<file path="src/rtl/isp_pixel_capture.sv">
// rtl/isp_pixel_capture.sv - camera pixel pair packer with output FIFO, line/frame counters
// Optional overflow detection and interrupt: define ISP_CAPTURE_OVF_EN.
module isp_pixel_capture #(
   parameter int BITS       = 16,
   parameter int PIX_W      = 8,
   parameter int FIFO_DEPTH = 4
) (
   input  logic             clk,
   input  logic             reset_n,
   input  logic             cap_en,
   input  logic [PIX_W-1:0] pix_data,
   input  logic             pix_href,
   input  logic             pix_vsync,
   output logic             out_valid,
   input  logic             out_ready,
   output logic [BITS-1:0]  out_data,
   output logic             out_sof,
   output logic             out_eol,
   output logic [15:0]      line_count,
   output logic [15:0]      frame_count,
   output logic             frame_done,
   output logic             ovf,
   output logic             irq_ovf
);

   localparam int AW = (FIFO_DEPTH > 1) ? $clog2(FIFO_DEPTH) : 1;

   localparam logic [1:0] ST_IDLE     = 2'd0;
   localparam logic [1:0] ST_WAIT_SOF = 2'd1;
   localparam logic [1:0] ST_ACTIVE   = 2'd2;

   logic [1:0]       state;
   logic             vsync_q;
   logic             href_q;
   logic [PIX_W-1:0] low_q;
   logic             low_vld;
   logic [BITS-1:0]  stg_data;
   logic             stg_vld;
   logic             sof_pend;

   logic [BITS-1:0]  mem_data [FIFO_DEPTH];
   logic             mem_sof  [FIFO_DEPTH];
   logic             mem_eol  [FIFO_DEPTH];
   logic [AW-1:0]    wr_ptr;
   logic [AW-1:0]    rd_ptr;
   logic [AW:0]      count;

   logic             active;
   logic             pix_take;
   logic             line_end;
   logic             frame_end;
   logic             sof_edge;
   logic             push;
   logic [BITS-1:0]  push_data;
   logic             push_eol;
   logic             pop;
   logic             full;
   logic             wr_ok;

   assign active    = (state == ST_ACTIVE);
   assign pix_take  = active & pix_href & ~pix_vsync;
   assign line_end  = active & href_q & ~pix_href;
   assign frame_end = active & ~vsync_q & pix_vsync;
   assign sof_edge  = cap_en & (state == ST_WAIT_SOF) & vsync_q & ~pix_vsync;

   // The staged pair is released when the next line pixel proves the line continues,
   // or closed with eol at the line/frame end; at most one push per cycle results.
   always_comb begin
      push      = 1'b0;
      push_data = '0;
      push_eol  = 1'b0;
      if (cap_en) begin
         if (pix_take && !low_vld && stg_vld) begin
            push      = 1'b1;
            push_data = stg_data;
         end else if ((line_end || frame_end) && low_vld) begin
            push      = 1'b1;
            push_data = {{PIX_W{1'b0}}, low_q};
            push_eol  = 1'b1;
         end else if ((line_end || frame_end) && stg_vld) begin
            push      = 1'b1;
            push_data = stg_data;
            push_eol  = 1'b1;
         end
      end
   end

   always_ff @(posedge clk or negedge reset_n) begin
      if (!reset_n) begin
         state       <= ST_IDLE;
         vsync_q     <= 1'b0;
         href_q      <= 1'b0;
         low_q       <= '0;
         low_vld     <= 1'b0;
         stg_data    <= '0;
         stg_vld     <= 1'b0;
         sof_pend    <= 1'b0;
         line_count  <= '0;
         frame_count <= '0;
         frame_done  <= 1'b0;
      end else begin
         vsync_q    <= pix_vsync;
         href_q     <= pix_href;
         frame_done <= 1'b0;
         if (!cap_en) begin
            state    <= ST_IDLE;
            low_vld  <= 1'b0;
            stg_vld  <= 1'b0;
            sof_pend <= 1'b0;
         end else begin
            case (state)
               ST_IDLE: state <= ST_WAIT_SOF;
               ST_WAIT_SOF: begin
                  if (sof_edge) begin
                     state      <= ST_ACTIVE;
                     line_count <= '0;
                     low_vld    <= 1'b0;
                     stg_vld    <= 1'b0;
                     sof_pend   <= 1'b1;
                  end
               end
               ST_ACTIVE: begin
                  if (frame_end) begin
                     state       <= ST_WAIT_SOF;
                     frame_done  <= 1'b1;
                     frame_count <= frame_count + 16'd1;
                     low_vld     <= 1'b0;
                     stg_vld     <= 1'b0;
                  end
                  if (line_end) begin
                     line_count <= line_count + 16'd1;
                     low_vld    <= 1'b0;
                     stg_vld    <= 1'b0;
                  end
                  if (pix_take) begin
                     if (!low_vld) begin
                        low_q   <= pix_data;
                        low_vld <= 1'b1;
                        stg_vld <= 1'b0;
                     end else begin
                        stg_data <= {pix_data, low_q};
                        stg_vld  <= 1'b1;
                        low_vld  <= 1'b0;
                     end
                  end
                  if (push) sof_pend <= 1'b0;
               end
               default: state <= ST_IDLE;
            endcase
         end
      end
   end

   assign out_valid = (count != '0);
   assign pop       = out_valid & out_ready;
   assign full      = (count == (AW+1)'(FIFO_DEPTH));
   assign wr_ok     = push & (~full | pop);

   always_ff @(posedge clk or negedge reset_n) begin
      if (!reset_n) begin
         wr_ptr <= '0;
         rd_ptr <= '0;
         count  <= '0;
      end else if (!cap_en) begin
         wr_ptr <= '0;
         rd_ptr <= '0;
         count  <= '0;
      end else begin
         if (wr_ok) wr_ptr <= wr_ptr + AW'(1);
         if (pop) rd_ptr <= rd_ptr + AW'(1);
         count <= count + (AW+1)'(wr_ok) - (AW+1)'(pop);
      end
   end

   always_ff @(posedge clk) begin
      if (wr_ok) begin
         mem_data[wr_ptr] <= push_data;
         mem_sof[wr_ptr]  <= sof_pend;
         mem_eol[wr_ptr]  <= push_eol;
      end
   end

   // Head fields read as zero while empty so reset and flush present a clean bus.
   assign out_data = out_valid ? mem_data[rd_ptr] : '0;
   assign out_sof  = out_valid ? mem_sof[rd_ptr]  : 1'b0;
   assign out_eol  = out_valid ? mem_eol[rd_ptr]  : 1'b0;

`ifdef ISP_CAPTURE_OVF_EN
   logic drop;
   logic ovf_q;
   logic irq_q;
   logic ovf_frame;

   assign drop = push & full & ~pop;

   always_ff @(posedge clk or negedge reset_n) begin
      if (!reset_n) begin
         ovf_q     <= 1'b0;
         irq_q     <= 1'b0;
         ovf_frame <= 1'b0;
      end else if (!cap_en) begin
         ovf_q     <= 1'b0;
         irq_q     <= 1'b0;
         ovf_frame <= 1'b0;
      end else begin
         irq_q <= drop & ~ovf_frame;
         if (drop) begin
            ovf_q     <= 1'b1;
            ovf_frame <= 1'b1;
         end else if (sof_edge) begin
            ovf_frame <= 1'b0;
         end
      end
   end

   assign ovf     = ovf_q;
   assign irq_ovf = irq_q;
`else
   assign ovf     = 1'b0;
   assign irq_ovf = 1'b0;
`endif

endmodule

</file>
<file path="config.mk">
export PLATFORM = sky130hd
export DESIGN_NAME = isp_pixel_capture
export DESIGN_NICKNAME = d
export VERILOG_FILES = /design/src/rtl/isp_pixel_capture.sv
export SDC_FILE = /design/constraint.sdc
export NUM_CORES = 1
export LEC_CHECK = 0
export BUFFER_PORTS_ARGS = -buffer_cell sky130_fd_sc_hd__buf_2
export CORE_MARGIN = 5
export CORE_UTILIZATION = 31
export CTS_CLUSTER_SIZE = 12
export DETAILED_ROUTE_END_ITERATION = 7
export HOLD_SLACK_MARGIN = 0.06
export PLACE_DENSITY = 0.5
export SYNTH_ARGS = -nofsm -noshare
export SYNTH_HDL_FRONTEND = slang
export SYNTH_SLANG_ARGS = --single-unit
</file>
<file path="constraint.sdc">
create_clock -name clk -period 5.24 [get_ports clk]
set_input_delay 1.048 -clock clk [delete_from_list [all_inputs] [get_ports clk]]
set_output_delay 1.048 -clock clk [all_outputs]
set_load 0.01 [all_outputs]
</file>
Word-level counts from Yosys, hierarchy flattened

Memory sizes are Yosys's and may differ from the RTL's.
Cells that the tools add are included.

Bits in writable memories: 72
Memories: 3
Output and inout port bits: 54
Bits in registers: 71

Memories:

| name     | depth | width | rd ports | clocked after Yosys merged registers in | wr ports | line | source |
|---|---|---|---|---|---|---|---|
| mem_data | 4     | 16    | 1        | 0                                       | 1        | 41   | `logic [BITS-1:0] mem_data [FIFO_DEPTH];` |
| mem_eol  | 4     | 1     | 1        | 0                                       | 1        | 43   | `logic mem_eol [FIFO_DEPTH];` |
| mem_sof  | 4     | 1     | 1        | 0                                       | 1        | 42   | `logic mem_sof [FIFO_DEPTH];` |

$add $sub $neg: 6
Reduce and logical (&&, ||, !) cells: 16
Eq/ne operators: 12
Bitwise logic cells: 17
Mux-type cells: 45

Operators with widths:

| kind                    | number |
|---|---|
| $mux W16                | 7 |
| $add A16 B1 Y16 const B | 2 |
| $pmux W16 S2            | 1 |
| $mux W1                 | 25 |
| $mux W2                 | 7 |
| $reduce_and A4 Y1       | 3 |
| $and A1 B1 Y1           | 11 |
| $reduce_and A3 Y1       | 3 |
| $ne A2 B1 Y1 const B    | 3 |
| $ne A3 B2 Y1 const B    | 2 |
| $pmux W1 S2             | 3 |
| $pmux W2 S3             | 1 |
| $ne A5 B2 Y1 const B    | 1 |
| $not A1 Y1              | 5 |
| $add A2 B1 Y2 const B   | 2 |
| $logic_and A1 B1 Y1     | 4 |
| $add A3 B1 Y3           | 1 |
| $eq A3 B3 Y1 const B    | 1 |
| $mux W3                 | 1 |
| $ne A3 B1 Y1 const B    | 1 |
| $ne A3 B3 Y1 const B    | 1 |
| $reduce_bool A3 Y1      | 1 |
| $sub A3 B1 Y3           | 1 |
| $eq A2 B1 Y1 const B    | 1 |
| other kinds (8)         | 8 |

Logic depth before layout (Yosys ltp)

Gate-level depths: netlist (run 1).

Word-level depth: 13
Depth in mapped cells: 12
Gate-level depth less buffers: 12

Worst setup path before layout (run 1)

Ideal clock, no wire load.

Kind: input -> register
Start point: input pix_href
End point: register count[2]
Buffers on the path: 0
Setup time: 0.119 ns
Arrival time: 3.136 ns
Cell stages on the path: 11
Slack: 1.985 ns
Cells stage by stage: nor2b_1 > o32ai_1 > nor3_1 > inv_1 > ha_1 > inv_1 > ha_1 > inv_1 > fa_1 > xnor2_1 > and2_1

Longest elaborated chain between the ends: 12

Ends and longest elaborated chain:

| item                   | line   | source |
|---|---|---|
| start: declaration     | 12     | `input logic pix_href,` |
| $not A1 Y1             | 62     | `assign line_end = active & href_q & ~pix_href;` |
| $and A1 B1 Y1          | 62     |  |
| $logic_or A1 B1 Y1     | 76, 80 |  |
| $logic_and A1 B1 Y1    | 80     | `end else if ((line_end \|\| frame_end) && stg_vld) begin` |
| $mux W1                | 80     |  |
| $mux W1                | 76     | `end else if ((line_end \|\| frame_end) && low_vld) begin` |
| $mux W1 *              | 73     | `if (pix_take && !low_vld && stg_vld) begin` |
| $mux W1 *              | 72     | `if (cap_en) begin` |
| $and A1 B1 Y1 *        | 157    | `assign wr_ok = push & (~full \| pop);` |
| $add A3 B1 Y3 *        | 171    | `count <= count + (AW+1)'(wr_ok) - (AW+1)'(pop);` |
| $sub A3 B1 Y3 *        | 171    |  |
| $mux W3 *              | 164    | `end else if (!cap_en) begin` |
| end signal: assignment | 171    |  |
| end: declaration       | 46     | `logic [AW:0] count;` |

Mark *: on every way between the ends. The rest lies on a longest branch, timed or not.
A chain may end at the register's enable or synchronous reset.

Worst setup path after layout (run 1)

Ends and elaborated chain as after synthesis.

==> impl_results.md, run 1 <==
* H-tree Lvls at 4
* Site row count at 52
* Antenna cells at 0
* WL/cell at about 17 um
* Final setup viols at 0
* Final Hold Viols at 0
* Most frequent CP cell: inv_1
* Antenna-violating nets left at 0
* Top cells by area, synth: edfxtp_1 (34%), dfrtp_1 (28%), mux4_2 (6.4%), mux2_2 (4.6%), and2_1 (3.5%)
* Hold Path Class: flip-flop to flip-flop
* Die W at approximately 150 um
* Routed vias/inst at 4.85
* Fraction of layout cells with a size suffix above 1 at 0.279
* Share of total power in combinational logic at 0.208
* Syn Area/Cell at roughly 14 um^2
* Clock Latency Late Sink at between 0.4 and 0.5 ns
* Post-CTS Setup Repair Bufs at 0
* Final worst path period share at 0.641
* VDD IR max at 0.000240 V
* Number of max-cap violations at 0
* M3 GR Usage at 0.0383
* Slowest CP cell: nor3_1
* CP cell instances: buf_2, nor2b_1, o32ai_1, nor3_1, inv_1, ha_1, inv_1, ha_1, inv_1, fa_1, xnor2_1, and2_1
* Max clock buf depth at 2
* Clock slew at reported path FFs at about 0.060 ns
* Clk sinks at between 100 and 150
* Num CTS Buffers at 17
* Area Overhead vs Synth at 19.5%
* Clk pwr share at 0.397
* RSZ-0062 raised after global routing: false
* Most Crowded Layer GR: met2
* Register area share after synthesis at 0.625
* Status: finished, final reports clean
* Critical Path AT at approximately 3.7 ns
* Worst path required time at around 5.6 ns
* Crit-path max FO at 7
* Clock root buffer: clkbuf_16
* Initial Util at 0.313
* Number of global-route vias before repair at approximately 4000
* Worst-Margin Slew at around 1.0 ns
* Switch Pwr at 0.000911 W
* Pin count of the biggest net entering global routing at 37
* Pint at 0.00240 W
* # IOs at 68
* Lkg Pwr at approximately 3 nW
* Setup TNS at 0 ns
* Crit. End Element: flip-flop
* GR Util met2 at 0.200
* DRC violations left at 0
* Nets at around 540
* Initial antenna violation count at 0
* Core box area at 20100 um^2
* Sw frac at 0.275
* DR pass1 iterations at 4
* FILL cells at ~2000
* DR iter-0 viols at between 100 and 150
* First-pass GRT wire length at 21.9 mm
* Pwr Density at approximately 440 nW/um^2
* Final RePlAce weighted congestion at between 0.7 and 0.8
* Fmax at about 300 MHz
* Synth unique cells at 48
* CP Launch Type: input pin
* Synthesized area at 6300 um^2
* Post-synth top area cell: edfxtp_1
* Hold_ws at roughly 0.47 ns
* DRT Wirelength at around 13 mm
* #FFs+latches synth at around 140
* Crit Path Category: input pin to flip-flop
* Die ar. at 23300 um^2
* Post-CTS Hold Fix Bufs at 0
* Met1 Track Usage GR at 0.149
* Layout Skew at 0.00983 ns
* Commonest cells in the netlist: edfxtp_1 (72), dfrtp_1 (71), and2_1 (35)
* Cells after synthesis at ~440
* Port bufs at between 60 and 70
* Main flop type after synthesis: edfxtp_1
* YS warnings at 0
* Max-slew headroom at 0.315
* Total area of sequential cells at approximately 4000 um^2
* Final min period at 3.36 ns
* Post-synth EDFFs at just over 70
* GRT Total Usage at 0.120
* Hpwl dp at 8.91 mm
* Die height at ~150 um
* Post_cts resized at 0
* Pins Over Slew Limit at 0
* Top-area cell type share of the netlist area at 0.343
* Post-layout util at 0.374
* Most frequent cell after synthesis: edfxtp_1
* DR vias at roughly 3900
* Overflow after GRT at 0
* Multi-input logic area at ~2200 um^2
* CP max stage delay at 0.67 ns
* CTS tree: built
* FFs w/ async S/R, synth at 0.497
* Seq pwr share at 0.394
## per-layer routing
metal / wire length (um) / part of all wire
met4: 130 / 0.0097
met3: 649 / 0.049
met5: 0 / 0
met2: 6700 / 0.50
met1: 5870 / 0.44
## layout make-up
cell class | instances | share of cell area
repair buffers | 69 | 0.0472
clock inverters | 13 | 0.0279
inverters | 15 | 0.00748
clock buffers | 19 | 0.0575
well taps | 270 | 0.0449
flip-flops and latches | 143 | 0.523
multi-input cells | 265 | 0.292
## power by group through the flow
stage | Combinational, W | Clock (W) | Sequential, W
global route | 0.000778 | 0.00140 | 0.00132
global placement | 0.000706 | 0 | 0.00133
finish | 0.000691 | 0.00132 | 0.00131
detailed placement | 0.000717 | 0 | 0.00133
floorplan | 0.000486 | 0 | 0.00131
CTS | 0.000718 | 0.00135 | 0.00131
## worst paths after layout
| check | slack (ns) | end | start | depth (start not counted) |
|---|---|---|---|---|
| min | 0.47 | frame_count[15] | frame_count[15] | 1 |
| min reg2reg | 0.47 | frame_count[15] | frame_count[15] | 1 |
| max in group asynchronous | 3.53 | low_q[7] | reset_n | 2 |
| max | 1.88 | count[2] | pix_href | 12 |
| min in group asynchronous | 0.72 | frame_count[10] | reset_n | 1 |
| max reg2reg | 1.98 | count[2] | state[0] | 12 |
## worst max-delay path: cells and delay by family
| family | cells | cell delay (ns) |
|---|---|---|
| AO/OA/AOI/OAI | 1 | 0.19 |
| XOR/XNOR | 1 | 0.14 |
| adder cells (fa/ha/maj) | 3 | 0.80 |
| buffers and inverters | 4 | 0.32 |
| AND/OR/NAND/NOR | 3 | 1.16 |
## registers in the layout, summed over array words and instances, names as in the netlist, 2 cells and up
register,count
count,3
frame_count,16
line_count,16
low_q,8
mem_data,64
mem_eol,4
mem_sof,4
rd_ptr,2
state,2
stg_data,16
wr_ptr,2
## kinds of logic after synthesis
kind of cell / Yosys count / share of synthesized area
other: 1 / 0.000595
and+or+nand+nor: 130 / 0.120
buffers and inverters: 36 / 0.0264
AOI/OAI and AO/OA: 52 / 0.0556
adders and majority gates: 13 / 0.0270
DFF: 143 / 0.625
muxes: 49 / 0.119
xor gates and xnor gates: 19 / 0.0264
## cell usage in the layout (no fill, tap or decap), types with 12 or more instances in the layout
cell	Yosys	final
nand2_1	21	21
dfrtp_1	71	71
nand3_1	14	14
and2_1	35	35
clkbuf_16	0	17
edfxtp_1	72	72
buf_2	4	65
mux2_2	26	26
inv_1	15	15
a21oi_1	16	16
ha_1	12	12
xnor2_1	13	13
mux4_2	18	18
## stage by stage
step                      cell area (um^2)  cells  total power [W]  setup slack (ns)
after global routing                  7530    794          0.00350              1.68
final                                 7530    794          0.00332              1.88
after global placement                6880    762          0.00203              1.57
after detailed placement              6880    762          0.00205              1.46
after floorplan                       6300    444          0.00179              1.98
after CTS                             7530    794          0.00337              1.88
(Power assumes the default switching activity.)
==> run 2, diff against run 1 <==
--- a/config.mk
+++ b/config.mk
@@ -5,13 +5,14 @@
 export SDC_FILE = /design/constraint.sdc
 export NUM_CORES = 1
 export LEC_CHECK = 0
+export ABC_AREA = 1
 export BUFFER_PORTS_ARGS = -buffer_cell sky130_fd_sc_hd__buf_2
 export CORE_MARGIN = 5
 export CORE_UTILIZATION = 31
 export CTS_CLUSTER_SIZE = 12
 export DETAILED_ROUTE_END_ITERATION = 7
 export HOLD_SLACK_MARGIN = 0.06
-export PLACE_DENSITY = 0.5
+export PLACE_DENSITY = 0.49
 export SYNTH_ARGS = -nofsm -noshare
 export SYNTH_HDL_FRONTEND = slang
 export SYNTH_SLANG_ARGS = --single-unit
==> constraint.sdc (replaced) <==
create_clock -name clk -period 3.29 [get_ports clk]
set_input_delay 0.658 -clock clk [delete_from_list [all_inputs] [get_ports clk]]
set_output_delay 0.658 -clock clk [all_outputs]
set_load 0.01 [all_outputs]
==> run 2 against run 1 <==
Net effect: final cell count increased by 36%; highest routed layer unchanged; register-to-register slack lost 1.6 ns; die area rose by 4.9%; first-iteration DRC count is 51% higher; via count up 29%.
==> impl_results.md, run 2 <==
* Status: finished, final reports clean
* Reg with most FFs: mem_data
* Clock root buffer: clkbuf_16
* Num CTS Buffers at 17 (unchanged)
* Final Hold Viols at 0 (unchanged)
* Syn Area/Cell at 9.18 um^2 (-35%)
* YS warnings at 0 (unchanged)
* Fmax at between 300 and 400 MHz
* Pins Over Slew Limit at 0 (unchanged)
* Number of max-cap violations at 0 (unchanged)
* Final min period at about 2.9 ns
* Top-area cell type share of the netlist area at 0.326 (-0.0171)
* Placed cells at 1051 (+38%)
* Worst Setup SP: state[0]
* Worst path required time at 3.63 ns (-1.92 ns)
* #FFs+latches synth at 143 (unchanged)
* Initial Util at 0.315 (+0.00205)
* RSZ-0062 raised after global routing: false
* Synthesized area at 6630 um^2 (+5.2%)
* Clock slew at reported path FFs at 0.07 ns (about the same)
* Critical Path AT at 3.21 ns (-0.46 ns)
* Commonest non-fill, non-tap cell in the layout: nand2_1
* Pwr Density at 654 nW/um^2 (+48%)
* Fin area at 7910 um^2 (+5.1%)
* Crit Path Category: flip-flop to flip-flop
* Antenna-violating nets left at 0 (unchanged)
* Core box area at 21000 um^2 (+4.6%)
* Post-route insts no fill at 1083 (+36%)
* Hpwl dp at 9.90 mm (+11%)
* Post-CTS Setup Repair Bufs at 0 (unchanged)
* CP cell instances: inv_1, ha_1, nand3_1, nand2_1, o21ai_1, nand2_1, nand2_2, ha_1, inv_1, ha_1, inv_1, fa_1, and3_1, nor3_1
* RR Startpoint: state[0]
* Post_cts resized at 0 (unchanged)
* Fraction of layout cells with a size suffix above 1 at 0.152 (-0.126)
* Final RePlAce weighted congestion at 0.776 (+1.1%)
* GRT Total Usage at 0.130 (+0.0102)
* # IOs at 68 (unchanged)
* Compound-Gate Fraction of Synth Area at 0.0933 (+0.0376)
* DRT Wirelength at 15.4 mm (+15%)
* Largest family of logic cells by synthesized area: simple AND/OR/NAND/NOR gates
* Most frequent cells in the layout: nand2_1 (139), nor2_1 (123), inv_1 (73), o21ai_0 (72), edfxtp_1 (72)
* Adder-cell share of the synthesized area at 0.0257 (-0.00135)
* Layout Skew at 0.0135 ns (+0.00365 ns)
* Port bufs at 65 (unchanged)
* Max clock buf depth at 2 (unchanged)
* Initial antenna violation count at 0 (unchanged)
* Die W at 156 um (+2.4%)
* Most frequent cell after synthesis: nand2_1
* First-pass GRT wire length at 25.2 mm (+15%)
* Cells after synthesis at 722 (+63%)
* Post-synthesis xor/xnor area fraction at 0.0119 (-0.0145)
* CP Launch Type: flip-flop
* Clk sinks at 143 (unchanged)
* Placed cell area at 7290 um^2 (+5.9%)
* Main flop type after synthesis: edfxtp_1
* Hold Path Class: input pin to async pin
* Commonest cells in the netlist: nand2_1 (139), nor2_1 (123), inv_1 (73)
* Die height at 156 um (+2.4%)
* DR vias at 4963 (+29%)
* Final setup viols at 0 (unchanged)
* Final worst path period share at 0.874
* Final WS setup at 0.416 ns (-1.46 ns)
* Simple-Gate Fraction of Synth Area at 0.214 (+0.0949)
* Site row count at 53 (+1.9%)
* Post-synth EDFFs at 72 (unchanged)
* CP max stage delay at 0.41 ns (-0.26 ns)
* Post-synth top area cell: edfxtp_1
* DR iter-0 viols at 224 (+51%)
* Crit. End Element: flip-flop
* Crit-path max FO at 10 (+3)
* Post-CTS Hold Fix Bufs at 0 (unchanged)
* Synth unique cells at 34 (-29%)
* CTS tree: built
* Critical Path End: count[2]
* Slowest CP cell: dfrtp_1
* Worst-Margin Slew at 0.949 ns (-0.0780 ns)
* Number of global-route vias before repair at 4638 (+15%)
* Overflow after GRT at 0 (unchanged)
* H-tree Lvls at 4 (unchanged)
* Post-synthesis mux area share at 0 (-0.119)
* RR Endpoint: count[2]
* Clock Latency Late Sink at 0.42 ns (about the same)
* Nets at 822 (+53%)
* DR pass1 iterations at 4 (unchanged)
* Lkg Pwr at 3.55 nW (+19%)
* Setup TNS at 0 ns (unchanged)
* Max-slew headroom at 0.367 (+0.0520)
* Register area share after synthesis at 0.594 (-0.0312)
* Area Overhead vs Synth at 19.4%
* Reg-to-reg setup timing slack at 0.42 ns (-1.56 ns)
* Top cells by area, synth: edfxtp_1 (33%), dfrtp_1 (27%), nand2_1 (7.9%), nor2_1 (7.0%), o21ai_0 (5.4%)
* Antenna cells at 0 (unchanged)
* Die ar. at 24400 um^2 (+4.9%)
* WL/cell at 14.2 um (-16%)
* VDD IR max at 0.000343 V (+43%)
* Pin count of the biggest net entering global routing at 72 (+95%)
* DRC violations left at 0 (unchanged)
* Routed vias/inst at 4.58 (-5.5%)
* Setup WS pre-CTS at 0.419 ns (-1.04 ns)
* R2R cell count at 14 (+2)
* FFs w/ async S/R, synth at 0.497 (unchanged)
* Largest register FFs at 64 (unchanged)
==> run 2: cell count changes after synthesis, sizes merged, moves of 8 or more <==
cell,change
nor2,+116
nand3,+31
and2,-35
or4,-10
xnor2,-9
a22o,-8
o21ai,+75
mux2,-26
a21oi,+10
nand2,+120
mux4,-18
inv,+61
==> run 2: layer usage <==
layer | share of wire | global-route usage | up-vias
met2 | 0.44 | 0.190 | 98
li1 | - | - | 2531
met4 | 0.0093 | 0.0360 | 0
met3 | 0.040 | 0.0340 | 10
met5 | 0 | 0 | -
met1 | 0.51 | 0.192 | 2324
==> run 2: area by class of cell <==
cell class / count / area [um^2]
clock buffers: 17 / 425
clock inverters: 15 / 195
fillers: 2138 / 13100
inverters: 76 / 285
multi-input cells: 479 / 2300
flip-flops and latches: 143 / 3940
well taps: 275 / 344
repair buffers: 78 / 425
==> run 2: worst min-delay path by stage <==
stage                      startpoint               to
after floorplan               reset_n         count[0]
after global placement    stg_data[2]      stg_data[2]
after detailed placement  stg_data[2]      stg_data[2]
after CTS                   pix_vsync          vsync_q
after global routing         pix_href           href_q
final                         reset_n  frame_count[12]
==> run 2: kinds of logic after synthesis <==
kind of cell,after synthesis
buffers and inverters,101
XOR/XNOR,9
AND/OR/NAND/NOR,337
AO/OA/AOI/OAI,118
adder cells (fa/ha/maj),13
other,1
flip-flops,143
==> run 2: worst max-delay path, delay by kind of cell, from the launching register on <==
family / cells / cell delay, ns
adder cells (fa/ha/maj): 4 / 1.19
flip-flops: 1 / 0.41
buffers and inverters: 3 / 0.18
AND/OR/NAND/NOR: 6 / 0.88
AO/OA/AOI/OAI: 1 / 0.11
==> run 2: power by group <==
part / switching [W] / internal [W] / total [W]
clock network: 0.000883 / 0.00110 / 0.00198
logic: 0.000742 / 0.000356 / 0.00110
registers: 0.0000931 / 0.00200 / 0.00209
total: 0.00172 / 0.00345 / 0.00517
==> run 2: metrics by stage <==
stage,util,total power [W],hold slack (ns)
final,0.376,0.00517,0.354
after global placement,0.347,0.00324,0.472
after detailed placement,0.347,0.00324,0.479
after CTS,0.376,0.00525,0.383
after floorplan,-,0.00283,0.362
after global routing,0.376,0.00551,0.387
==> run 3, diff against run 2 <==
--- a/config.mk
+++ b/config.mk
@@ -6,12 +6,14 @@
 export NUM_CORES = 1
 export LEC_CHECK = 0
 export ABC_AREA = 1
+export ABC_CLOCK_PERIOD_IN_PS = 3290
 export BUFFER_PORTS_ARGS = -buffer_cell sky130_fd_sc_hd__buf_2
 export CORE_MARGIN = 5
 export CORE_UTILIZATION = 31
 export CTS_CLUSTER_SIZE = 12
 export DETAILED_ROUTE_END_ITERATION = 7
 export HOLD_SLACK_MARGIN = 0.06
+export MAX_ROUTING_LAYER = met4
 export PLACE_DENSITY = 0.49
 export SYNTH_ARGS = -nofsm -noshare
 export SYNTH_HDL_FRONTEND = slang
==> run 3 against run 2 <==
Net effect: final cell count stayed put; first-iteration DRC count rose by 1.3%; combinational power barely moved; critical path depth is the same; die area stayed put; clock skew down 0.0017 ns; critical endpoint unchanged; sequential cell count unchanged; count of clock-buffer cells in the layout unchanged; wire length hardly changed.
==> impl_results.md, run 3 (synthesized netlist as in run 2, its figures left out) <==
* Lkg Pwr at 3.55 nW (unchanged)
* Area Overhead vs Synth at 19.4% (unchanged)
* Max clock buf depth at 2 (unchanged)
* Pins Over Slew Limit at 0 (unchanged)
* Post-CTS Hold Fix Bufs at 0 (unchanged)
* Fmax at 347 MHz (-0.12%)
* Met3 wire length at 548 um (-11%)
* Num CTS Buffers at 17 (unchanged)
* Setup TNS at 0 ns (unchanged)
* Pwr Density at 653 nW/um^2 (-0.13%)
* Initial Util at 0.315 (unchanged)
* # IOs at 68 (unchanged)
* GRT Total Usage at 0.134 (+0.00365)
* Reg with most FFs: mem_data
* Worst-Margin Slew at 0.936 ns (-0.0124 ns)
* Wl on met1 at 7.92 mm (+0.37%)
* Pin count of the biggest net entering global routing at 72 (unchanged)
* H-tree Lvls at 4 (unchanged)
* Hold_ws at 0.367 ns (+0.0132 ns)
* DR vias at 4973 (+0.20%)
* Routed vias/inst at 4.59 (+0.20%)
* Crit-path max FO at 10 (unchanged)
* DRC violations left at 0 (unchanged)
* Clock Latency Late Sink at 0.42 ns (about the same)
* Layout Skew at 0.0117 ns (-0.00174 ns)
* DR top layer: met4
* Status: finished, final reports clean
* Final setup viols at 0 (unchanged)
* Core box area at 21000 um^2 (unchanged)
* Die height at 156 um (unchanged)
* Clock slew at reported path FFs at 0.07 ns (about the same)
* DRT Wirelength at 15.4 mm (about the same)
* DR WL met2 at 6.71 mm (-0.10%)
* Final worst path period share at 0.875 (+0.00103)
* Port bufs at 65 (unchanged)
* CTS tree: built
* Placed cell area at 7290 um^2 (unchanged)
* Commonest non-fill, non-tap cell in the layout: nand2_1
* Number of max-cap violations at 0 (unchanged)
* Largest register FFs at 64 (unchanged)
* CP cell instances: inv_1, ha_1, nand3_1, nand2_1, o21ai_1, nand2_1, nand2_2, ha_1, inv_1, ha_1, inv_1, fa_1, and3_1, nor3_1
* VDD IR max at 0.000340 V (-1.1%)
* Die ar. at 24400 um^2 (unchanged)
* Most frequent cells in the layout: nand2_1 (139), nor2_1 (123), inv_1 (73), o21ai_0 (72), edfxtp_1 (72)
* Antenna cells at 0 (unchanged)
* Die W at 156 um (unchanged)
* Post-CTS Setup Repair Bufs at 0 (unchanged)
* Number of global-route vias before repair at 4655 (+0.37%)
* Hpwl dp at 9.90 mm (unchanged)
* DR pass1 iterations at 4 (unchanged)
* Final min period at 2.88 ns (+0.00338 ns)
* Crit Path Category: flip-flop to flip-flop
* Hold Path Class: input pin to async pin
* Clock root buffer: clkbuf_16
* Clk sinks at 143 (unchanged)
* Crit. End Element: flip-flop
* WL/cell at 14.2 um (about the same)
* Max-slew headroom at 0.376 (+0.00828)
* CP Launch Type: flip-flop
* Initial antenna violation count at 0 (unchanged)
* Final RePlAce weighted congestion at 0.786 (+1.4%)
* Critical Path AT at 3.21 ns (about the same)
* Post_cts resized at 0 (unchanged)
* Antenna-violating nets left at 0 (unchanged)
* RSZ-0062 raised after global routing: false
* Fraction of layout cells with a size suffix above 1 at 0.152 (unchanged)
* Fin area at 7910 um^2 (unchanged)
* Final Hold Viols at 0 (unchanged)
* Slowest CP cell: dfrtp_1
* Overflow after GRT at 0 (unchanged)
* CP max stage delay at 0.41 ns (about the same)
* Nets at 822 (unchanged)
* Worst path required time at 3.62 ns (about the same)
* Site row count at 53 (unchanged)
* First-pass GRT wire length at 25.2 mm (-0.17%)
* DR iter-0 viols at 227 (+1.3%)
[run 3: cell counts in the layout (fill, tap and decap cells not counted)]
No cell type changed its count.
[run 3: report_power, final]
| part | leakage [nW] | internal [W] | total, W | switching [W] |
|---|---|---|---|---|
| clock network | 0.297 | 0.00110 | 0.00198 | 0.000881 |
| logic | 1.64 | 0.000356 | 0.00109 | 0.000737 |
| registers | 1.61 | 0.00200 | 0.00209 | 0.0000938 |
| total | 3.55 | 0.00345 | 0.00516 | 0.00171 |
[run 3: final cells by class]
type                       instances  area [um^2]
clock inverter                    15          195
timing repair buffer              78          425
clock buffer                      17          425
sequential                       143         3940
inverter                          76          285
tap                              275          344
multi-input combinational        479         2300
fill                            2138        13100
[run 3: through the flow]
stage                     utilization  std cells  worst slack (ns)  power (W)
after CTS                       0.376       1083             0.390    0.00525
after global routing            0.376       1083            0.0882    0.00550
final                           0.376       1083             0.412    0.00516
after floorplan                     -        723             0.699    0.00283
after detailed placement        0.347       1051             0.419    0.00324
after global placement          0.347       1051             0.494    0.00324
[run 3: routing by layer]
layer | vias to the layer above | global-route usage
li1 | 2531 | -
met1 | 2324 | 0.192
met2 | 105 | 0.190
met3 | 13 | 0.0268
met4 | 0 | 0.0421
met5 | - | -
[run 3: worst paths after layout]
path	to	slack, ns	from	cells past startpoint
worst max-delay path	count[2]	0.41	state[0]	14
worst min-delay path	frame_count[12]	0.37	reset_n	1
worst max register to register	count[2]	0.41	state[0]	14
worst min register to register	stg_data[5]	0.49	stg_data[5]	2
max in group asynchronous	rd_ptr[0]	2.30	reset_n	1
min in group clk	vsync_q	0.41	pix_vsync	1
[run 3: critical path: cells and delay by family (launching register included)]
family	cells	cell delay, ns
flip-flops	1	0.41
AND/OR/NAND/NOR	6	0.88
AO/OA/AOI/OAI	1	0.11
adder cells (fa/ha/maj)	4	1.19
buffers and inverters	3	0.18
